==> src/rtl/mux_scan_ctrl.sv <==
// Sequencer for an 8:1 mux stage: loads a byte onto the mux inputs, walks the select
// 0..7 with DIV settle cycles per slot, and rebuilds the byte from the mux output.
// Optional compare logic (mismatch, err_sticky) is built when MUX_SCAN_CHECK_EN is defined.
module mux_scan_ctrl #(
    parameter int unsigned DIV = 1
) (
    input  logic       clk,
    input  logic       rst_n,
    input  logic [7:0] in_data,
    input  logic       in_valid,
    output logic       in_ready,
    output logic [7:0] mux_i,
    output logic [2:0] mux_s,
    input  logic       mux_f,
    output logic [7:0] out_data,
    output logic       out_valid,
    input  logic       out_ready,
    output logic       busy
`ifdef MUX_SCAN_CHECK_EN
    ,
    output logic       mismatch,
    output logic       err_sticky
`endif
);

    localparam int unsigned CNT_W  = 8;
    localparam int unsigned DATA_W = 8;
    localparam int unsigned SEL_W  = 3;
    localparam logic [SEL_W-1:0] LAST_SEL = SEL_W'(DATA_W - 1);

    if (DIV == 0 || DIV > 255) begin : g_div_illegal
        $error("mux_scan_ctrl: DIV must be in 1..255");
    end

    localparam logic [CNT_W-1:0] CNT_RELOAD = CNT_W'(DIV - 1);

    typedef enum logic [1:0] {
        IDLE = 2'd0,
        SCAN = 2'd1,
        HOLD = 2'd2
    } state_t;

    state_t             state, state_nxt;
    logic [CNT_W-1:0]   cnt, cnt_nxt;
    logic [DATA_W-1:0]  cap, cap_nxt;
    logic [DATA_W-1:0]  mux_i_nxt, out_data_nxt;
    logic [SEL_W-1:0]   mux_s_nxt;
    logic               out_valid_nxt, busy_nxt;
    logic [DATA_W-1:0]  rebuilt_c;
`ifdef MUX_SCAN_CHECK_EN
    logic               mismatch_nxt, err_sticky_nxt;
`endif

    // Acceptance is decoded straight from state so it reads high during reset.
    assign in_ready  = (state == IDLE);
    assign rebuilt_c = {mux_f, cap[DATA_W-2:0]};

    always_ff @(posedge clk or negedge rst_n) begin
        if (!rst_n) begin
            state <= IDLE;
        end else begin
            state <= state_nxt;
        end
    end

    always_comb begin
        state_nxt     = state;
        cnt_nxt       = cnt;
        cap_nxt       = cap;
        mux_i_nxt     = mux_i;
        mux_s_nxt     = mux_s;
        out_data_nxt  = out_data;
        out_valid_nxt = out_valid;
`ifdef MUX_SCAN_CHECK_EN
        mismatch_nxt  = mismatch;
`endif
        unique case (state)
            IDLE: begin
                if (in_valid) begin
                    state_nxt = SCAN;
                    mux_i_nxt = in_data;
                    mux_s_nxt = '0;
                    cnt_nxt   = CNT_RELOAD;
                    cap_nxt   = '0;
                end
            end
            SCAN: begin
                if (cnt != '0) begin
                    cnt_nxt = cnt - CNT_W'(1);
                end else begin
                    cap_nxt[mux_s] = mux_f;
                    if (mux_s != LAST_SEL) begin
                        mux_s_nxt = mux_s + SEL_W'(1);
                        cnt_nxt   = CNT_RELOAD;
                    end else begin
                        // Last slot: bit 7 comes straight from the mux, not from cap.
                        out_data_nxt  = rebuilt_c;
                        out_valid_nxt = 1'b1;
                        state_nxt     = HOLD;
`ifdef MUX_SCAN_CHECK_EN
                        mismatch_nxt  = (rebuilt_c != mux_i);
`endif
                    end
                end
            end
            HOLD: begin
                if (out_ready) begin
                    out_valid_nxt = 1'b0;
                    state_nxt     = IDLE;
`ifdef MUX_SCAN_CHECK_EN
                    mismatch_nxt  = 1'b0;
`endif
                end
            end
            default: begin
                state_nxt = IDLE;
            end
        endcase
        busy_nxt = (state_nxt != IDLE);
`ifdef MUX_SCAN_CHECK_EN
        err_sticky_nxt = err_sticky | mismatch_nxt;
`endif
    end

    always_ff @(posedge clk or negedge rst_n) begin
        if (!rst_n) begin
            cnt        <= '0;
            cap        <= '0;
            mux_i      <= '0;
            mux_s      <= '0;
            out_data   <= '0;
            out_valid  <= 1'b0;
            busy       <= 1'b0;
`ifdef MUX_SCAN_CHECK_EN
            mismatch   <= 1'b0;
            err_sticky <= 1'b0;
`endif
        end else begin
            cnt        <= cnt_nxt;
            cap        <= cap_nxt;
            mux_i      <= mux_i_nxt;
            mux_s      <= mux_s_nxt;
            out_data   <= out_data_nxt;
            out_valid  <= out_valid_nxt;
            busy       <= busy_nxt;
`ifdef MUX_SCAN_CHECK_EN
            mismatch   <= mismatch_nxt;
            err_sticky <= err_sticky_nxt;
`endif
        end
    end

endmodule

==> config.mk <==
export PLATFORM = sky130hd
export DESIGN_NAME = mux_scan_ctrl
export DESIGN_NICKNAME = d
export VERILOG_FILES = /design/src/rtl/mux_scan_ctrl.sv
export SDC_FILE = /design/constraint.sdc
export NUM_CORES = 1
export LEC_CHECK = 0
export ABC_AREA = 1
export CAP_MARGIN = 25
export CORE_ASPECT_RATIO = 0.9
export CORE_MARGIN = 2
export CORE_UTILIZATION = 39
export CTS_CLUSTER_SIZE = 10
export DETAILED_ROUTE_END_ITERATION = 8
export SYNTH_ARGS = -nofsm -noshare
export SYNTH_HDL_FRONTEND = slang
export SYNTH_SLANG_ARGS = --single-unit
==> constraint.sdc <==
create_clock -name clk -period 1.5 [get_ports clk]
set_input_delay 0.15 -clock clk [delete_from_list [all_inputs] [get_ports clk]]
set_output_delay 0.15 -clock clk [all_outputs]
set_load 0.1 [all_outputs]
# Word-level counts from Yosys, hierarchy flattened
# Index checks and enable logic that the tools add are counted.
# word_totals
wordCells,57
in_bits,13
output_inout_bits,22
register_bits,39
# op_classes
n_lt_le_gt_ge,2
n_addsub,2
n_eq_ne,9
mux,22
n_bitwise,2
n_reduce_logical,12
# ops
operator,count
8-bit 2-to-1 mux,4
8-bit case mux with 2 select lines,2
2-bit inequality test (second input constant),5
3-bit 2-to-1 mux,3
3-bit AND reduction,3
8-bit bitwise mux,1
2-bit 2-to-1 mux,4
4-bit AND reduction,2
8-bit nonzero test,1
8-bit by 1-bit subtractor with 8-bit output (second input constant),1
3-bit inequality test (second input constant),2
2-bit case mux with 3 select lines,1
3-bit case mux with 2 select lines,1
2-bit nonzero test,3
3-bit by 4-bit < comparator with 1-bit output (second input constant),1
1-bit 2-to-1 mux,4
3-bit by 1-bit adder with 3-bit output (second input constant),1
1-bit demux with 3-bit select,1
3-bit by 1-bit >= comparator with 1-bit output (second input constant),1
2-bit by 1-bit == test with 1-bit output (second input constant),1
2-bit == test (second input constant),1
2-bit zero test,1
1-bit inverter,2
1-bit case mux with 2 select lines,1
2 further kinds,2

# Longest topological paths before layout
# depth
word_depth,7
mapped_depth,10
ltp_nobuf,9

# Least setup slack after synthesis
# OpenSTA, ideal clock, no wires.
# synth_path
path_kind,reg-to-reg
startpoint,reg state[0]
endpoint,reg mux_s[0]
stages_incl_launch_ff,7
arrival_ps,2090
setup_ps,123
path_slack_ps,-713
t_required_ps,1377
n_path_buf,0
synth_period_minus_slack_ps,2213
cell_sequence,dfrtp_1 -> nor2_2 -> nand2_2 -> o21ai_2 -> o21ai_0 -> nand2_1 -> nand2_1
# synth_via
elab_chain_cells,3
word_cells_on_any_way,8
cone_classes,4 x eq/ne; 1 x mux; 3 x reduce/logical
# synth_rtl
element,line,source
"start, declared",43,"state_t state, state_nxt;"
"start signal, assigned",62,state <= state_nxt;
2-bit zero test (*),-,
via in_ready,11,"output logic in_ready,"
2-bit inequality test (no line) or 2-bit nonzero test (tied branches),-,
4-bit AND reduction (no line),-,
"end signal, assigned",142,mux_s <= mux_s_nxt;
"end, declared",13,"output logic [2:0] mux_s,"
# The timed path passes the listed nets; every way through them passes the cells marked *.
# A chain may end at the register's enable or synchronous reset.

# Final worst setup path
# layout_path
startpoint,reg mux_s[1]
endpoint,reg cnt[2]
# layout_via
elab_chain_cells,3
# layout_rtl
element,line,source
3-bit inequality test,92,if (mux_s != LAST_SEL) begin
3-bit inequality test (no line),-,
3-bit AND reduction (no line),-,
"end signal, assigned",139,cnt <= cnt_nxt;
"end, declared",44,"logic [CNT_W-1:0] cnt, cnt_nxt;"
# Every way passes these cells.

==> impl_results.rst <==
.. list-table::
   :header-rows: 1

   * - Metric
     - Value
   * - Endpoints failing hold
     - 0
   * - Post-Place Worst Slack
     - just under 0.7 ps
   * - Wire length of the first global-routing pass
     - 6910 um
   * - Kind of start point of the critical path
     - flop
   * - Pin count of the biggest net entering global routing
     - 18
   * - Number of iterations in the first detailed-routing pass
     - 4
   * - Slack of the worst reg-to-reg path
     - 70 ps
   * - Reg2Reg Launch Point
     - mux_s[1]$_DFFE_PN0P_
   * - Die span in x
     - 77.6 um
   * - Net count reported at finish
     - 292
   * - Share of layout cells above drive strength 1
     - 0.314
   * - Clock Path Buffers
     - 2
   * - Number of instances in the synthesized netlist
     - roughly 220
   * - Post-Place Cell Area
     - about 0.0027 mm2
   * - Via count of the first global-routing pass
     - 1,546
   * - Final critical delay including setup and external delays
     - 1430 ps
   * - Max-slew violation count
     - 0
   * - Total vias in the final route
     - 1,602
   * - Critical path fanouts, max
     - 6
   * - Routed vias/inst
     - 4.68
   * - Max-cap violation count
     - 0
   * - Top area cells in the synthesized netlist
     - sky130_fd_sc_hd__dfrtp_1 (50%), sky130_fd_sc_hd__nand2_1 (14%), sky130_fd_sc_hd__inv_1 (6.7%)
   * - Final Setup Violations
     - 0
   * - Post-route ant nets
     - 0
   * - Leak
     - 0.00141 uW
   * - Pwr dens
     - between 1000 and 1500 mW/mm2
   * - Area growth, synth to finish
     - 48.8%
   * - Type of the worst setup path
     - flop to flop
   * - Final period util
     - 0.950
   * - Worst VDD drop
     - 0.775 mV
   * - Total number of H-tree levels
     - 2
   * - Total Die Area
     - 0.00545 mm2
   * - Sequential cell area fraction in the yosys report
     - 0.500
   * - WL per Instance
     - 11.9 um
   * - Layout Cell Area excl Fill
     - 0.00283 mm2
   * - Number of flops mapped to enable cells by yosys
     - 0
   * - Remaining design rule violation count
     - 0
   * - Number of antenna violations at the first check in global routing
     - 0
   * - Sum of negative setup slack
     - 0 ps
   * - Slack of the critical path
     - 74.8 ps
   * - Hold Crit Class
     - primary input to asynchronous set/reset pin
   * - Chip height
     - 70.2 um
   * - Count of different cell masters after synthesis
     - 21
   * - Number of synthesized register bits
     - 38
   * - Clock tree skew after final layout
     - 5.42 ps
   * - Yosys warning total
     - 0
   * - Final RePlAce weighted congestion
     - 0.887
   * - Clock latency on the worst-skew pair
     - 290 ps
   * - Clock buffer count from CTS
     - 5
   * - Mean instance size in the synthesized netlist
     - 8.60 um2
   * - Number of cells traversed by the worst register-to-register path
     - 6
   * - Root cell of the clock tree
     - sky130_fd_sc_hd__clkbuf_8
   * - Combined global-route utilization of all metal layers
     - 0.159
   * - Drt first-iter violations
     - 73
   * - Netlist Area Pre-Place
     - 0.00190 mm2
   * - Leading post-synthesis cells by instance count
     - sky130_fd_sc_hd__nand2_1 (70), sky130_fd_sc_hd__dfrtp_1 (38), sky130_fd_sc_hd__inv_1 (34), sky130_fd_sc_hd__nand3_1 (23)
   * - Sinks on the clock net
     - 38
   * - Standard cell core area
     - 0.00477 mm2
   * - Setup repair after global routing missed its margin
     - no
   * - End of the worst register-to-register path
     - cnt[2]$_DFFE_PN0P_
   * - Nature of the critical path endpoint
     - flop
   * - Dominant cell by count in the synthesized netlist
     - sky130_fd_sc_hd__nand2_1
   * - Worst slew margin relative to its limit
     - 0.755
   * - Cell type with the largest total area after synthesis
     - sky130_fd_sc_hd__dfrtp_1
   * - Clock tree from TritonCTS
     - yes
   * - Floorplan row count
     - 24
   * - HPWL reported at the end of detailed placement
     - 2940 um
   * - Required time reported for the critical path endpoint
     - 1680 ps
   * - Result of the run
     - finished, final reports clean
   * - Pin slew with the least headroom to its limit
     - 368 ps
   * - Boundary Pins
     - 35
   * - Clock slew seen by the registers of the worst setup and hold paths
     - 80 ps
   * - Main flop type after synthesis
     - sky130_fd_sc_hd__dfrtp_1
   * - Hold_ws
     - 309 ps
   * - Initial cell density of the core
     - 0.398
   * - ANT cells
     - 0
   * - F_max
     - roughly 700 MHz
   * - Nets in the synthesized netlist
     - 237
   * - Number of port buffers
     - 34
   * - Arrival time reported for the critical path endpoint
     - 1610 ps
   * - Final WL
     - 4060 um
   * - Share of flip-flops with an asynchronous set or reset after synthesis
     - 1.00
   * - Post-synth top area share
     - 0.500
   * - Total congestion overflow after global routing
     - 0
-- what timing repair did --
item / 4_1_cts / 5_1_grt
pin swaps: 1 / 2
gates cloned: 0 / 2
gates resized for setup: 0 / 6
hold buffers: 1 / 0
endpoints found under the hold margin: 15 / 0
setup endpoints to repair: 6 / 21
setup buffers: 2 / 0
-- cell usage in the layout, fill, tap and decap left out --
| cell type | instances |
|---|---|
| sky130_fd_sc_hd__nand2_1 | 70 |
| sky130_fd_sc_hd__dfrtp_1 | 35 |
| sky130_fd_sc_hd__inv_1 | 32 |
| sky130_fd_sc_hd__buf_12 | 23 |
| sky130_fd_sc_hd__nand3_1 | 22 |
| sky130_fd_sc_hd__buf_4 | 13 |
| sky130_fd_sc_hd__clkdlybuf4s50_1 | 11 |
| sky130_fd_sc_hd__o21ai_2 | 8 |
| sky130_fd_sc_hd__mux2_2 | 8 |
| sky130_fd_sc_hd__nor2_1 | 7 |
| sky130_fd_sc_hd__nand4_1 | 7 |
| sky130_fd_sc_hd__clkbuf_8 | 6 |
| sky130_fd_sc_hd__nand2_2 | 4 |
| sky130_fd_sc_hd__nor2_2 | 4 |
| sky130_fd_sc_hd__o21ai_0 | 4 |
| sky130_fd_sc_hd__inv_2 | 3 |
| sky130_fd_sc_hd__ha_4 | 3 |
| sky130_fd_sc_hd__nor2_4 | 2 |
| sky130_fd_sc_hd__nand2_4 | 2 |
| sky130_fd_sc_hd__dfrtp_4 | 2 |
| sky130_fd_sc_hd__nor2_8 | 1 |
| sky130_fd_sc_hd__nand3_4 | 1 |
| sky130_fd_sc_hd__o21ai_4 | 1 |
| sky130_fd_sc_hd__nand3_2 | 1 |
| sky130_fd_sc_hd__xor2_1 | 1 |
| sky130_fd_sc_hd__a22oi_2 | 1 |
| sky130_fd_sc_hd__clkinvlp_4 | 1 |
| sky130_fd_sc_hd__clkinv_2 | 1 |
| sky130_fd_sc_hd__dlygate4sd3_1 | 1 |
| sky130_fd_sc_hd__buf_2 | 1 |
| sky130_fd_sc_hd__dfrtp_2 | 1 |
-- power by group --
group | switching (uW) | internal, uW
registers | 166 | 1210
logic | 924 | 597
clock network | 363 | 369
total | 1450 | 2180
-- through the flow --
step / total power, uW / utilization / instances
after floorplan: 2310 / - / 221
after global placement: 2840 / 0.558 / 329
after detailed placement: 2860 / 0.558 / 329
after CTS: 3610 / 0.586 / 340
after global routing: 3870 / 0.593 / 342
final: 3630 / 0.593 / 342
-- critical path, stage by stage (launching register included) --
cell	delay (ps)
sky130_fd_sc_hd__dfrtp_4	490
sky130_fd_sc_hd__ha_4	170
sky130_fd_sc_hd__ha_4	170
sky130_fd_sc_hd__o21ai_4	230
sky130_fd_sc_hd__nor2_2	120
sky130_fd_sc_hd__nand2_1	80
sky130_fd_sc_hd__nand2_1	50
-- flip-flops by register name, summed over array words and instances (netlist names) --
name / count
mux_s: 3
out_data: 8
mux_i: 8
state: 2
out_valid: 1
busy: 1
cnt: 8
cap: 7
-- logic make-up after synthesis --
family                     count (synthesis)  share of synthesized area
xor gates and xnor gates                   1                    0.00461
AOI/OAI and AO/OA                         14                     0.0566
adders and majority gates                  3                     0.0198
DFF                                       38                      0.500
muxes                                      8                     0.0474
and+or+nand+nor                          119                      0.290
buffers and inverters                     38                     0.0816
-- how the worst max path moves through the flow --
stage | from | to | slack [ps] | depth (start not counted)
CTS | cnt[0]$_DFFE_PN0P_ | busy$_DFF_PN0_ | 8 | 7
global route | mux_s[1]$_DFFE_PN0P_ | cnt[2]$_DFFE_PN0P_ | 10 | 6
finish | mux_s[1]$_DFFE_PN0P_ | cnt[2]$_DFFE_PN0P_ | 70 | 6
detailed placement | cnt[0]$_DFFE_PN0P_ | out_data[6]$_DFFE_PN0P_ | 0.7 | 7
floorplan | state[1]$_DFF_PN0_ | cap[6]$_DFFE_PN0P_ | -110 | 7
global placement | cnt[0]$_DFFE_PN0P_ | out_data[5]$_DFFE_PN0P_ | 40 | 7
-- area by class of cell --
cell class                 count  area, um2
clock buffer                   6       82.6
sequential                    38        960
timing repair buffer          49        683
fill                         413       1950
clock inverter                 2       12.5
tap                           65       81.3
multi-input combinational    147        878
inverter                      35        131
-- routing by layer --
layer  wire [um]  global-route usage  part of all wire  up-vias
met3         196              0.0413             0.048        2
met1        1970               0.206              0.49      753
met4          35              0.0655            0.0086        0
met5           0                   0                 0        -
met2        1850               0.253              0.46       40
li1            -                   -                 -      807
No activity file was read; power rests on OpenSTA's default activity.
